### src/rtl/uart_pkg.sv
// Shared definitions for the UART receive path: frame width, FSM state
// encoding and the even-parity helper.
package uart_pkg;

    localparam int DATA_BITS = 8;

    typedef enum logic [2:0] {
        ST_IDLE   = 3'd0,
        ST_START  = 3'd1,
        ST_DATA   = 3'd2,
        ST_PARITY = 3'd3,
        ST_STOP   = 3'd4,
        ST_BREAK  = 3'd5
    } state_t;

    // Even parity: the bit that makes the total count of ones even.
    function automatic logic even_parity(input logic [DATA_BITS-1:0] d);
        return ^d;
    endfunction

endpackage

### src/rtl/uart_rx_fifo.sv
// Small synchronous show-ahead FIFO. A push into a full FIFO is accepted
// only when a pop happens on the same edge; a pop on empty is ignored.
module uart_rx_fifo #(
    parameter int WIDTH = 8,
    parameter int DEPTH = 4
) (
    input  logic             clk,
    input  logic             rst,
    input  logic             push,
    input  logic [WIDTH-1:0] din,
    input  logic             pop,
    output logic [WIDTH-1:0] dout,
    output logic             full,
    output logic             empty
);
    localparam int AW   = $clog2(DEPTH);
    localparam int CNTW = AW + 1;

    logic [WIDTH-1:0] mem [DEPTH];
    logic [AW-1:0]    wr_ptr;
    logic [AW-1:0]    rd_ptr;
    logic [CNTW-1:0]  count;
    logic             do_pop;
    logic             do_push;

    assign full    = (count == CNTW'(DEPTH));
    assign empty   = (count == '0);
    assign do_pop  = pop && !empty;
    assign do_push = push && (!full || do_pop);
    // Head is forced to zero while empty so the output is defined after reset.
    assign dout    = empty ? '0 : mem[rd_ptr];

    // Pointer and occupancy bookkeeping.
    always_ff @(posedge clk) begin
        if (rst) begin
            wr_ptr <= '0;
            rd_ptr <= '0;
            count  <= '0;
        end else begin
            if (do_push) wr_ptr <= wr_ptr + AW'(1);
            if (do_pop)  rd_ptr <= rd_ptr + AW'(1);
            count <= count + CNTW'(do_push) - CNTW'(do_pop);
        end
    end

    // Storage array; contents are only meaningful between the pointers.
    always_ff @(posedge clk) begin
        if (do_push) mem[wr_ptr] <= din;
    end

endmodule

### src/rtl/uart_rx_oversample.sv
// UART receiver: two-flop synchronizer, mid-bit sampling FSM with optional
// even parity, error pulses, and a show-ahead output FIFO with valid/ready.
module uart_rx_oversample
    import uart_pkg::*;
#(
    parameter int CLKS_PER_BIT = 16,
    parameter int PARITY_EN    = 0,
    parameter int FIFO_DEPTH   = 4
) (
    input  logic                 clk,
    input  logic                 rst,
    input  logic                 rx,
    output logic [DATA_BITS-1:0] dout,
    output logic                 valid,
    input  logic                 ready,
    output logic                 frame_err,
    output logic                 parity_err,
    output logic                 overrun,
    output logic                 busy
);
    localparam int             CW        = $clog2(CLKS_PER_BIT);
    localparam int             BW        = $clog2(DATA_BITS);
    localparam logic [CW-1:0]  HALF_LAST = CW'(CLKS_PER_BIT / 2 - 1);
    localparam logic [CW-1:0]  FULL_LAST = CW'(CLKS_PER_BIT - 1);
    localparam logic [BW-1:0]  LAST_BIT  = BW'(DATA_BITS - 1);

    logic                 rx_p0;
    logic                 rx_p1;
    logic                 rxs;
    state_t               state;
    state_t               state_nxt;
    logic [CW-1:0]        cnt;
    logic [CW-1:0]        cnt_nxt;
    logic [BW-1:0]        bit_idx;
    logic [BW-1:0]        bit_idx_nxt;
    logic                 par_bad;
    logic                 par_bad_nxt;
    logic                 shift_en;
    logic [DATA_BITS-1:0] data_sh;
    logic                 push_req;
    logic                 frame_err_nxt;
    logic                 parity_err_nxt;
    logic                 overrun_nxt;
    logic                 fifo_full;
    logic                 fifo_empty;

    // Stage p0/p1: metastability filter on the asynchronous line, idles high.
    always_ff @(posedge clk) begin
        if (rst) begin
            rx_p0 <= 1'b1;
            rx_p1 <= 1'b1;
        end else begin
            rx_p0 <= rx;
            rx_p1 <= rx_p0;
        end
    end

    assign rxs  = rx_p1;
    assign busy = (state != ST_IDLE);

    // Frame sequencing: counter runs every cycle, sampling happens when it hits
    // the half-bit (start) or full-bit (all later bits) terminal count.
    always_comb begin
        state_nxt      = state;
        cnt_nxt        = cnt + CW'(1);
        bit_idx_nxt    = bit_idx;
        par_bad_nxt    = par_bad;
        shift_en       = 1'b0;
        push_req       = 1'b0;
        frame_err_nxt  = 1'b0;
        parity_err_nxt = 1'b0;
        overrun_nxt    = 1'b0;
        case (state)
            ST_IDLE: begin
                cnt_nxt = '0;
                if (!rxs) begin
                    state_nxt   = ST_START;
                    bit_idx_nxt = '0;
                    par_bad_nxt = 1'b0;
                end
            end
            ST_START: begin
                if (cnt == HALF_LAST) begin
                    cnt_nxt   = '0;
                    // A line already back high at mid-start was a glitch.
                    state_nxt = rxs ? ST_IDLE : ST_DATA;
                end
            end
            ST_DATA: begin
                if (cnt == FULL_LAST) begin
                    cnt_nxt     = '0;
                    shift_en    = 1'b1;
                    bit_idx_nxt = bit_idx + BW'(1);
                    if (bit_idx == LAST_BIT) begin
                        state_nxt = (PARITY_EN != 0) ? ST_PARITY : ST_STOP;
                    end
                end
            end
            ST_PARITY: begin
                if (cnt == FULL_LAST) begin
                    cnt_nxt     = '0;
                    par_bad_nxt = (rxs != even_parity(data_sh));
                    state_nxt   = ST_STOP;
                end
            end
            ST_STOP: begin
                if (cnt == FULL_LAST) begin
                    cnt_nxt = '0;
                    if (!rxs) begin
                        // Framing error outranks any parity error on this frame.
                        frame_err_nxt = 1'b1;
                        state_nxt     = ST_BREAK;
                    end else if (par_bad) begin
                        parity_err_nxt = 1'b1;
                        state_nxt      = ST_IDLE;
                    end else begin
                        push_req    = 1'b1;
                        overrun_nxt = fifo_full && !(ready && valid);
                        state_nxt   = ST_IDLE;
                    end
                end
            end
            ST_BREAK: begin
                cnt_nxt = '0;
                // Hold here until the line releases so a stuck-low line cannot retrigger.
                if (rxs) state_nxt = ST_IDLE;
            end
            default: begin
                state_nxt = ST_IDLE;
            end
        endcase
    end

    // Control registers: FSM state, counters, latched parity result, pulses.
    always_ff @(posedge clk) begin
        if (rst) begin
            state      <= ST_IDLE;
            cnt        <= '0;
            bit_idx    <= '0;
            par_bad    <= 1'b0;
            frame_err  <= 1'b0;
            parity_err <= 1'b0;
            overrun    <= 1'b0;
        end else begin
            state      <= state_nxt;
            cnt        <= cnt_nxt;
            bit_idx    <= bit_idx_nxt;
            par_bad    <= par_bad_nxt;
            frame_err  <= frame_err_nxt;
            parity_err <= parity_err_nxt;
            overrun    <= overrun_nxt;
        end
    end

    // Data shifter, LSB arrives first so new bits enter at the top.
    always_ff @(posedge clk) begin
        if (shift_en) data_sh <= {rxs, data_sh[DATA_BITS-1:1]};
    end

    uart_rx_fifo #(
        .WIDTH (DATA_BITS),
        .DEPTH (FIFO_DEPTH)
    ) u_fifo (
        .clk   (clk),
        .rst   (rst),
        .push  (push_req),
        .din   (data_sh),
        .pop   (ready),
        .dout  (dout),
        .full  (fifo_full),
        .empty (fifo_empty)
    );

    assign valid = !fifo_empty;

endmodule

### config.mk
export PLATFORM = sky130hd
export DESIGN_NAME = uart_rx_oversample
export DESIGN_NICKNAME = d
export VERILOG_FILES = /design/src/rtl/uart_pkg.sv /design/src/rtl/uart_rx_fifo.sv /design/src/rtl/uart_rx_oversample.sv
export SDC_FILE = /design/constraint.sdc
export NUM_CORES = 1
export LEC_CHECK = 0
export ABC_CLOCK_PERIOD_IN_PS = 2650
export CORE_MARGIN = 8
export CORE_UTILIZATION = 46
export DETAILED_ROUTE_END_ITERATION = 8
export GPL_TIMING_DRIVEN = 0
export HOLD_SLACK_MARGIN = 0.02
export REMOVE_ABC_BUFFERS = 1
export SKIP_LAST_GASP = 1
export SYNTH_ARGS = -nofsm -noshare
export SYNTH_HDL_FRONTEND = slang
export SYNTH_SLANG_ARGS = --single-unit
### constraint.sdc
create_clock -name clk -period 2.65 [get_ports clk]
set_input_delay 0.3975 -clock clk [delete_from_list [all_inputs] [get_ports clk]]
set_output_delay 0.3975 -clock clk [all_outputs]
set_load 0.05 [all_outputs]
==> results.md <==
* Cell mode on critical path: ha_1
* Full die area at 8690 sq um
* Core Footprint at 5850 sq um
* Die X at 93.2 microns
* First-pass GRT wire length at 7980 microns
* Register area share after synthesis at 62.0%
* # Max-Cap Violations at 0
* Core Util, Final at 54.3%
* Placed cell area at 2970 sq um
* CTS Buffer Depth at 2
* Min cycle time layout at 2.40 ns
* Leak Pwr at 1.15 nW
* Post-synthesis async set-or-reset flop share at 0%
* Worst slew pin tran at 0.820 ns
* Synth warn at 0
* CP required at 2.84 ns
* CP cell instances: ha_1, nand3_1, nor4_4, ha_1, inv_1, fa_1, xor2_1, xnor2_1, nor2_1
* Max H-tree Level at 3
* Layout cells sized above 1 at 13.0%
* Gp weighted congestion at 0.806
* Port bufs at 16
* Yosys reg bits at 65
* Hold_sp: rx_p0
* Worst path arrival time at 2.59 ns
* Top Family by Delay on Critical Path: adder cells
* Diodes inserted at 0
* Post-synth EDFFs at 40
* Average cell area after synthesis at 13.9 sq um
* Vias per cell at 5.25
* Top FF cell, synth: edfxtp_1
* Drt wl/cell at 15.8 microns
* CP startpoint kind: flip-flop
* Worst rel slew slack at 45.2%
* Worst path max stage delay at 0.38 ns
* Buffers and inverters on the worst path at 1
* Initial core utilization at 46.9%
* Fin crit share at 90.4%
* RSZ-0062 raised after global routing: false
* Site row count at 28
* Crit Path Class: reg -> reg
* Post-Syn Area at 2740 sq um
* Clk_lat worst skew at 0.33 ns
* Worst Reg-to-Reg Cells at 9
* Max IR drop VDD at 0.000420 V
* Worst Hold Class: reg -> reg
* Fmax at 417 MHz
* Antenna violations before repair at 0
* Total CTS buffers at 9
* Worst-path clk slew at 0.07 ns
* Pwr dens at 813 nW/um^2
* Final antenna-violating net count at 0
* Crit path capture type: flip-flop
* Largest net degree at the start of global routing at 25
* Final setup fails at 0
* R2R setup slack at 0.25 ns
* Drt total wl at 4700 microns
* Cells after synthesis at 198
* Detailed Place HPWL at 3150 microns
* Number of I/O pins at 17
* Area delta synth->final at 15.7%
* CTS Sinks at 65
* R2r endpoint: u_fifo.count[2]
* Global route total overflow at 0
* Iter 0 DRT Violations at 59
* Clock root buffer: clkbuf_8
* GRT Overall Usage at 12.1%
* Worst Skew at 0.00684 ns
* RR Startpoint: cnt[0]
* DIE HEIGHT at 93.2 microns
* Endpoints failing hold at 0
* Hold Crit Depth at 1
* Vias in the first global route at 1654
* DR DRC count at 0
* Status: finished, final reports clean
* Synth unique cells at 38
* Final Cell Area at 3180 sq um
* Routed vias at 1565
* Min-Delay Endpoint: rx_p1
* CTS tree: done
* First-pass DRT Iterations at 4
* Max FO, Critical Path at 8
* Pins Over Slew Limit at 0
* Nets at 231
* Slowest cell on the critical path: nor4_4
## state kept, by name, summed over array words and instances, names as in the netlist, named ones only
register	flops
par_bad	1
u_fifo.wr_ptr	2
overrun	1
rx_p1	1
parity_err	1
cnt	4
u_fifo.count	3
bit_idx	3
frame_err	1
u_fifo.rd_ptr	2
state	3
data_sh	8
rx_p0	1
u_fifo.mem	32
## layer usage
metal,up-vias,part of all wire (%),track usage (%)
met5,-,0,0
met4,0,0.66,5.77
met3,4,5.0,4.25
met2,21,49,19.2
met1,776,45,14.3
li1,764,-,-
## cell usage in the layout (no fill, tap or decap), drive strengths merged, types with 2 or more instances in the layout
| cell | n |
|---|---|
| a21oi | 5 |
| a31oi | 2 |
| and2 | 15 |
| and4b | 2 |
| clkbuf | 14 |
| clkdlybuf4s50 | 8 |
| dfxtp | 25 |
| dlygate4sd2 | 7 |
| edfxtp | 40 |
| ha | 8 |
| inv | 5 |
| mux2i | 2 |
| mux4 | 8 |
| nand2 | 5 |
| nand2b | 5 |
| nand3 | 5 |
| nor2 | 12 |
| nor2b | 7 |
| nor3 | 4 |
| nor3b | 2 |
| nor4 | 2 |
| nor4b | 2 |
| o21ai | 4 |
| or2 | 2 |
| or3 | 4 |
| xnor2 | 8 |
| xor2 | 5 |
## layout make-up
| class | instances | area, sq um |
|---|---|---|
| Fill cell | 495 | 2680 |
| Multi-Input combinational cell | 120 | 991 |
| Tap cell | 75 | 93.8 |
| Clock inverter | 2 | 35.0 |
| Timing Repair Buffer | 17 | 161 |
| Inverter | 5 | 18.8 |
| Clock buffer | 14 | 173 |
| Sequential cell | 65 | 1700 |
## metrics by stage
step	total power, mW	setup WS (ns)	setup TNS [ns]	hold slack [ns]	std cells
floorplan	1.61	0.324	0	0.389	190
global placement	1.79	0.0133	0	0.403	281
detailed placement	1.80	-0.0461	-0.0461	0.407	281
CTS	2.62	-0.0505	-0.0505	0.426	297
global route	2.70	0.00820	0	0.463	298
finish	2.58	0.254	0	0.431	298
## cell families (layout without fill, tap and decap cells)
| logic type | count (synthesis) | in the layout | synth area share (%) |
|---|---|---|---|
| compound gates | 16 | 16 | 4.01 |
| xor+xnor | 14 | 14 | 4.97 |
| fa+ha+maj | 9 | 9 | 4.38 |
| buf+inv | 13 | 38 | 1.87 |
| flops | 65 | 65 | 62.0 |
| mux | 10 | 10 | 7.30 |
| simple gates | 71 | 71 | 15.5 |
## synthesized netlist by cell type (4+ instances only)
library cell  instances  area (sq um)
ha_1                  8           100
and2_1               15          93.8
nand2b_1              5          31.3
edfxtp_1             40          1200
xnor2_1               8          70.1
dfxtp_1              25           500
xor2_1                5          43.8
nor3_1                4          20.0
nand2_1               5          18.8
mux4_2                8           180
nor2_1               12          45.0
nand3_1               5          25.0
clkbuf_1              6          22.5
nor2b_1               7          43.8
inv_1                 5          18.8
a21oi_1               5          25.0
o21ai_0               4          20.0
or3_1                 4          25.0
## worst max path at each step
stage	start	end	depth (start not counted)	slack, ns
after floorplan	cnt[0]	u_fifo.count[2]	9	0.32
after global placement	cnt[0]	u_fifo.count[2]	9	0.01
after detailed placement	cnt[0]	u_fifo.count[2]	9	-0.05
after CTS	flip-flop	dout[6]	3	-0.05
after global routing	cnt[0]	u_fifo.count[2]	9	0.008
final	cnt[0]	u_fifo.count[2]	9	0.25
## power breakdown
group | leakage [nW] | internal [mW] | switching, mW
combinational | 0.480 | 0.216 | 0.360
sequential | 0.562 | 1.10 | 0.0607
clock | 0.107 | 0.511 | 0.339
total | 1.15 | 1.82 | 0.760
## repair_timing
item                                    in CTS  in global routing
gates resized for setup                      8                  1
hold buffers                                 0                  0
setup buffers                                0                  1
endpoints found under the setup margin       9                  2
endpoints found under the hold margin        0                  0
pin swaps                                    1                  1
Power figures use the tool's default switching activity.
